## src/rtl/mips_ctrl_pkg.sv

```systemverilog
// Shared constants for the multi-cycle MIPS control path: opcodes, FSM state
// encodings, datapath mux encodings and the packed control word.
package mips_ctrl_pkg;

  // Opcodes (IR[31:26])
  localparam logic [5:0] OpRtype = 6'b000000;
  localparam logic [5:0] OpLw    = 6'b100011;
  localparam logic [5:0] OpSw    = 6'b101011;
  localparam logic [5:0] OpBeq   = 6'b000100;
  localparam logic [5:0] OpAddi  = 6'b001000;
  localparam logic [5:0] OpJ     = 6'b000010;

  // FSM state encodings; 12-15 are unused and decode to all-zero outputs
  typedef enum logic [3:0] {
    StFetch  = 4'd0,
    StDecode = 4'd1,
    StMemAdr = 4'd2,
    StMemRd  = 4'd3,
    StMemWb  = 4'd4,
    StMemWr  = 4'd5,
    StExec   = 4'd6,
    StAluWb  = 4'd7,
    StBranch = 4'd8,
    StAddiEx = 4'd9,
    StAddiWb = 4'd10,
    StJump   = 4'd11
  } ctrl_state_e;

  // ALU B-operand select
  localparam logic [1:0] SrcbB     = 2'b00;
  localparam logic [1:0] SrcbFour  = 2'b01;
  localparam logic [1:0] SrcbImm   = 2'b10;
  localparam logic [1:0] SrcbImmSh = 2'b11;

  // ALU operation class
  localparam logic [1:0] AluopAdd   = 2'b00;
  localparam logic [1:0] AluopSub   = 2'b01;
  localparam logic [1:0] AluopFunct = 2'b10;

  // Next-PC select
  localparam logic [1:0] PcsrcAlu    = 2'b00;
  localparam logic [1:0] PcsrcAluOut = 2'b01;
  localparam logic [1:0] PcsrcJump   = 2'b10;

  // Control word produced by the output decoder
  typedef struct packed {
    logic       iord;
    logic       memwrite;
    logic       irwrite;
    logic       regdst;
    logic       memtoreg;
    logic       regwrite;
    logic       alusrca;
    logic [1:0] alusrcb;
    logic [1:0] aluop;
    logic [1:0] pcsrc;
    logic       pcwrite;
    logic       branch;
  } ctrl_word_t;

  // True for every opcode the FSM knows how to sequence
  function automatic logic op_supported(input logic [5:0] op);
    return (op == OpRtype) || (op == OpLw) || (op == OpSw) ||
           (op == OpBeq) || (op == OpAddi) || (op == OpJ);
  endfunction

endpackage

```

## src/rtl/mips_mc_outdec.sv

```systemverilog
// Combinational output decoder: (state, mem_ready) -> datapath control word.
module mips_mc_outdec
  import mips_ctrl_pkg::*;
(
  input  ctrl_state_e i_state,
  input  logic        i_mem_ready,
  output ctrl_word_t  o_ctrl
);

  // Decode per-state strobes; anything not named stays 0
  always_comb begin
    o_ctrl = '0;
    case (i_state)
      StFetch: begin
        o_ctrl.iord    = 1'b0;
        o_ctrl.alusrca = 1'b0;
        o_ctrl.alusrcb = SrcbFour;
        o_ctrl.aluop   = AluopAdd;
        o_ctrl.pcsrc   = PcsrcAlu;
        // Gate on ready so a stalled fetch never double-increments PC
        o_ctrl.irwrite = i_mem_ready;
        o_ctrl.pcwrite = i_mem_ready;
      end
      StDecode: begin
        o_ctrl.alusrca = 1'b0;
        o_ctrl.alusrcb = SrcbImmSh;
        o_ctrl.aluop   = AluopAdd;
      end
      StMemAdr: begin
        o_ctrl.alusrca = 1'b1;
        o_ctrl.alusrcb = SrcbImm;
        o_ctrl.aluop   = AluopAdd;
      end
      StMemRd: begin
        o_ctrl.iord = 1'b1;
      end
      StMemWb: begin
        o_ctrl.regdst   = 1'b0;
        o_ctrl.memtoreg = 1'b1;
        o_ctrl.regwrite = 1'b1;
      end
      StMemWr: begin
        o_ctrl.iord     = 1'b1;
        o_ctrl.memwrite = 1'b1;
      end
      StExec: begin
        o_ctrl.alusrca = 1'b1;
        o_ctrl.alusrcb = SrcbB;
        o_ctrl.aluop   = AluopFunct;
      end
      StAluWb: begin
        o_ctrl.regdst   = 1'b1;
        o_ctrl.memtoreg = 1'b0;
        o_ctrl.regwrite = 1'b1;
      end
      StBranch: begin
        o_ctrl.alusrca = 1'b1;
        o_ctrl.alusrcb = SrcbB;
        o_ctrl.aluop   = AluopSub;
        o_ctrl.pcsrc   = PcsrcAluOut;
        o_ctrl.branch  = 1'b1;
      end
      StAddiEx: begin
        o_ctrl.alusrca = 1'b1;
        o_ctrl.alusrcb = SrcbImm;
        o_ctrl.aluop   = AluopAdd;
      end
      StAddiWb: begin
        o_ctrl.regdst   = 1'b0;
        o_ctrl.memtoreg = 1'b0;
        o_ctrl.regwrite = 1'b1;
      end
      StJump: begin
        o_ctrl.pcsrc   = PcsrcJump;
        o_ctrl.pcwrite = 1'b1;
      end
      default: o_ctrl = '0;
    endcase
  end

endmodule

```

## src/rtl/mips_mc_ctrl.sv

```systemverilog
// Multi-cycle MIPS control FSM: state register, next-state logic, pcen and
// illegal-opcode detection. Outputs are combinational from state and inputs.
module mips_mc_ctrl
  import mips_ctrl_pkg::*;
(
  input  logic       clk,
  input  logic       reset,
  input  logic [5:0] opcode,
  input  logic       zero,
  input  logic       mem_ready,
  output logic       iord,
  output logic       memwrite,
  output logic       irwrite,
  output logic       regdst,
  output logic       memtoreg,
  output logic       regwrite,
  output logic       alusrca,
  output logic [1:0] alusrcb,
  output logic [1:0] aluop,
  output logic [1:0] pcsrc,
  output logic       pcen,
  output logic       illegal,
  output logic [3:0] state_o
);

  ctrl_state_e r_state;
  ctrl_state_e w_state_next;
  ctrl_word_t  w_ctrl;

  // State register; reset drops straight back to FETCH
  always_ff @(posedge clk or posedge reset) begin
    if (reset) begin
      r_state <= StFetch;
    end else begin
      r_state <= w_state_next;
    end
  end

  // Next-state logic; opcode only matters in DECODE and MEMADR
  always_comb begin
    w_state_next = StFetch;
    case (r_state)
      StFetch:  w_state_next = mem_ready ? StDecode : StFetch;
      StDecode: begin
        case (opcode)
          OpLw, OpSw: w_state_next = StMemAdr;
          OpRtype:    w_state_next = StExec;
          OpBeq:      w_state_next = StBranch;
          OpAddi:     w_state_next = StAddiEx;
          OpJ:        w_state_next = StJump;
          default:    w_state_next = StFetch;
        endcase
      end
      StMemAdr: begin
        if (opcode == OpLw) begin
          w_state_next = StMemRd;
        end else if (opcode == OpSw) begin
          w_state_next = StMemWr;
        end else begin
          w_state_next = StFetch;
        end
      end
      StMemRd:  w_state_next = mem_ready ? StMemWb : StMemRd;
      StMemWb:  w_state_next = StFetch;
      StMemWr:  w_state_next = mem_ready ? StFetch : StMemWr;
      StExec:   w_state_next = StAluWb;
      StAluWb:  w_state_next = StFetch;
      StBranch: w_state_next = StFetch;
      StAddiEx: w_state_next = StAddiWb;
      StAddiWb: w_state_next = StFetch;
      StJump:   w_state_next = StFetch;
      default:  w_state_next = StFetch;
    endcase
  end

  mips_mc_outdec u_outdec (
    .i_state     (r_state),
    .i_mem_ready (mem_ready),
    .o_ctrl      (w_ctrl)
  );

  assign iord     = w_ctrl.iord;
  assign memwrite = w_ctrl.memwrite;
  assign irwrite  = w_ctrl.irwrite;
  assign regdst   = w_ctrl.regdst;
  assign memtoreg = w_ctrl.memtoreg;
  assign regwrite = w_ctrl.regwrite;
  assign alusrca  = w_ctrl.alusrca;
  assign alusrcb  = w_ctrl.alusrcb;
  assign aluop    = w_ctrl.aluop;
  assign pcsrc    = w_ctrl.pcsrc;
  assign pcen     = w_ctrl.pcwrite | (w_ctrl.branch & zero);
  assign illegal  = (r_state == StDecode) && !op_supported(opcode);
  assign state_o  = r_state;

endmodule

```

## config.mk

```make
export PLATFORM = sky130hd
export DESIGN_NAME = mips_mc_ctrl
export DESIGN_NICKNAME = d
export VERILOG_FILES = /design/src/rtl/mips_ctrl_pkg.sv /design/src/rtl/mips_mc_outdec.sv /design/src/rtl/mips_mc_ctrl.sv
export SDC_FILE = /design/constraint.sdc
export NUM_CORES = 1
export LEC_CHECK = 0
export BUFFER_PORTS_ARGS = -buffer_cell sky130_fd_sc_hd__buf_2
export CAP_MARGIN = 20
export CORE_AREA = 2 2 39 41
export DETAILED_ROUTE_END_ITERATION = 8
export DIE_AREA = 0 0 41 43
export PLACE_DENSITY = 0.71
export SETUP_SLACK_MARGIN = 0.15
export SYNTH_ARGS = -nofsm -noshare
export SYNTH_HDL_FRONTEND = slang
export SYNTH_SLANG_ARGS = --single-unit
```

## constraint.sdc

```tcl
create_clock -name clk -period 1.6 [get_ports clk]
set_clock_uncertainty 0.05 [all_clocks]
set_input_delay 0.08 -clock clk [delete_from_list [all_inputs] [get_ports clk]]
set_output_delay 0.08 -clock clk [all_outputs]
set_load 0.02 [all_outputs]
```

==> metrics.txt <==
RD Place Congestion=0.819; initial antenna violation count=0; Root Buffer=clkbuf_4; area of the core=1380 sq um; worst-skew pair later-pin latency=250 ps; Area growth syn-to-layout=83.2%; synth top area cells=dfrtp_1 (20%), nor3_1 (6.9%), nor2_1 (5.9%); largest net degree at the start of global routing=10; number of diodes=0; clk buf depth=2; P per Cell Area=580 nW/um^2; #FFs+latches synth=4; Fin Setup TNS=0 ps; syn nets=78; Yosys top cell area share=19.8%; Critical Path RT=1470 ps; remaining global-route overflow=0; CTS tree=yes; Hold/Removal Path Class=in2reg; Final ANT Viol Nets=0; EDFF count, synth=0; initial core utilization=36.6%; CP Launch Type=flip-flop; drt first pass iters=4; H-tree depth=1; global-route wire length before repair=2260 um; Die Area=1760 sq um; reg-to-reg endpoint=state_o[2]$_DFF_PP0_; Final WS setup=81.2 ps; via/cell ratio=5.31; CTS buffer count=3; Worst Tran Pin Value=368 ps; asr flop ratio synth=100%; average wire per standard cell=13.2 um; Clock Sinks=4; Syn Inst Count=68; hpwl dp=1040 um; run status=finished, final reports clean; Slew HR=75.4%; Worst Setup End Kind=output pin; hold path cells=4; Crit Reg-Reg Startpoint=state_o[0]$_DFF_PP0_; Design Area, Final=928 sq um; CP max stage delay=450 ps; Multi-input gate area=435 sq um; Worst-path clk slew=50 ps; # IOs=29; Pwr Total=0.000538 W; min Tclk post-route=1520 ps; post-synth cell types=33; Die Wd=41 um; flip-flop count of the largest register after layout=4; final setup fails=0; Pleak=0.445 nW; fin crit share=94.9%; Area after DPL=668 sq um; routed vias=696; overall routing resource usage=19.3%; vias in the first global route=542; Fmax=658 MHz; hold wc startpoint=opcode[4]; Final #Nets=126; RSZ-0062 raised after global routing=true; worst reg2reg path depth=5; Top FF cell, synth=dfrtp_1; DRT iter0 DRCs=6; I/O Buffers=28; layout cells sized above 1=63.5%; Worst Setup SP=state_o[2]$_DFF_PP0_; FF+latch area=105 sq um; CP cell instances=nand2b_4 > buf_4 > nor3_1 > buf_2; die height=43 um; crit path DAT=1390 ps; endpoints failing hold=0; r2r setup slk=190 ps; drt drc=0; max_cap viols=0; critical path type=reg2out; Avg Inst Size Synth=7.45 sq um; Warnings, synthesis=0; fillers=117; max-slew violations=0; dominant cell type by area after synthesis=dfrtp_1; IR drop worst, VDD=0.383 mV; cell row count=14; CP Max Fanout=6; pre-CTS WS=206 ps; post-synthesis sequential area ratio=19.8%; Cell Area, Synth=507 sq um; Worst path slowest cell=dfrtp_2; final WL=1730 um; Min-Delay Endpoint=state_o[3]$_DFF_PP0_
cell usage in the layout (no fill, tap or decap), drive strengths merged:
master	n
clkbuf	4
o22ai	1
nor4	1
a31oi	1
dlygate4sd3	1
o21ai	5
nand3	2
nor4b	1
and2b	1
xnor2	2
nor3	9
o21a	1
nand2	5
xor2	1
a32o	1
dfrtp	4
o211ai	1
and3	1
nand3b	1
nor3b	2
nand4	1
a21oi	4
a31o	1
a211o	1
inv	2
nor2	9
nand2b	5
buf	47
critical path: cells and delay by family, from the launching register on:
family / cells / cell delay, ps
flops: 1 / 450
buf+inv: 2 / 350
simple gates: 2 / 340
Yosys cell counts, drive strengths merged (2+ instances only):
cell    n
nand3   2
nor3    9
xnor2   2
buf     5
dfrtp   4
a21oi   4
o21ai   5
nor3b   2
nand2b  5
nand2   5
nor2    9
inv     2
metal layers:
layer	wire length (um)	GRT usage (%)	share of wire (%)	vias to the layer above
met3	129	3.66	7.5	6
met4	40	14.0	2.3	0
met2	926	31.3	54	38
met1	631	20.6	36	311
met5	0	0	0	-
li1	-	-	-	341
report_power, final:
group	internal (W)	total, W	switching (W)
clock	0.0000943	0.000147	0.0000532
combinational	0.000133	0.000266	0.000133
sequential	0.000109	0.000125	0.0000165
cell families (layout without fill, tap and decap cells):
| kind of cell | Yosys count | after routing | synth area share [%] |
|---|---|---|---|
| flip-flops | 4 | 4 | 19.8 |
| AO/OA/AOI/OAI | 16 | 16 | 19.8 |
| AND/OR/NAND/NOR | 38 | 38 | 45.4 |
| buffers and inverters | 7 | 54 | 9.87 |
| XOR/XNOR | 3 | 3 | 5.19 |
how the worst max path moves through the flow:
| stage | slack (ps) | to | cells after the start |
|---|---|---|---|
| CTS | 110 | pcen | 5 |
| floorplan | 110 | pcen | 4 |
| finish | 80 | aluop[0] | 4 |
| global placement | 200 | pcen | 4 |
| detailed placement | 210 | pcen | 4 |
| global route | 20 | aluop[0] | 4 |
timing repair:
| item | CTS | global route |
|---|---|---|
| hold buffers | 1 | 0 |
| pin swaps | 3 | 2 |
| setup buffers | 10 | 7 |
| gates resized for setup | 13 | 17 |
| setup endpoints to repair | 12 | 13 |
| endpoints found under the hold margin | 4 | 0 |
through the flow:
stage | hold WS (ps) | util [%] | instances
after CTS | 165 | 59.2 | 124
after floorplan | -204 | - | 68
after global routing | 190 | 67.1 | 131
after global placement | -86.7 | 48.3 | 109
final | 159 | 67.1 | 131
after detailed placement | -82.5 | 48.3 | 109
cell type report:
type | instances | area share (%)
flip-flops and latches | 4 | 11.3
multi-input cells | 57 | 46.9
clock buffers | 4 | 2.83
inverters | 2 | 0.809
well taps | 16 | 2.16
repair buffers | 48 | 36.0
Power figures use the tool's default switching activity.
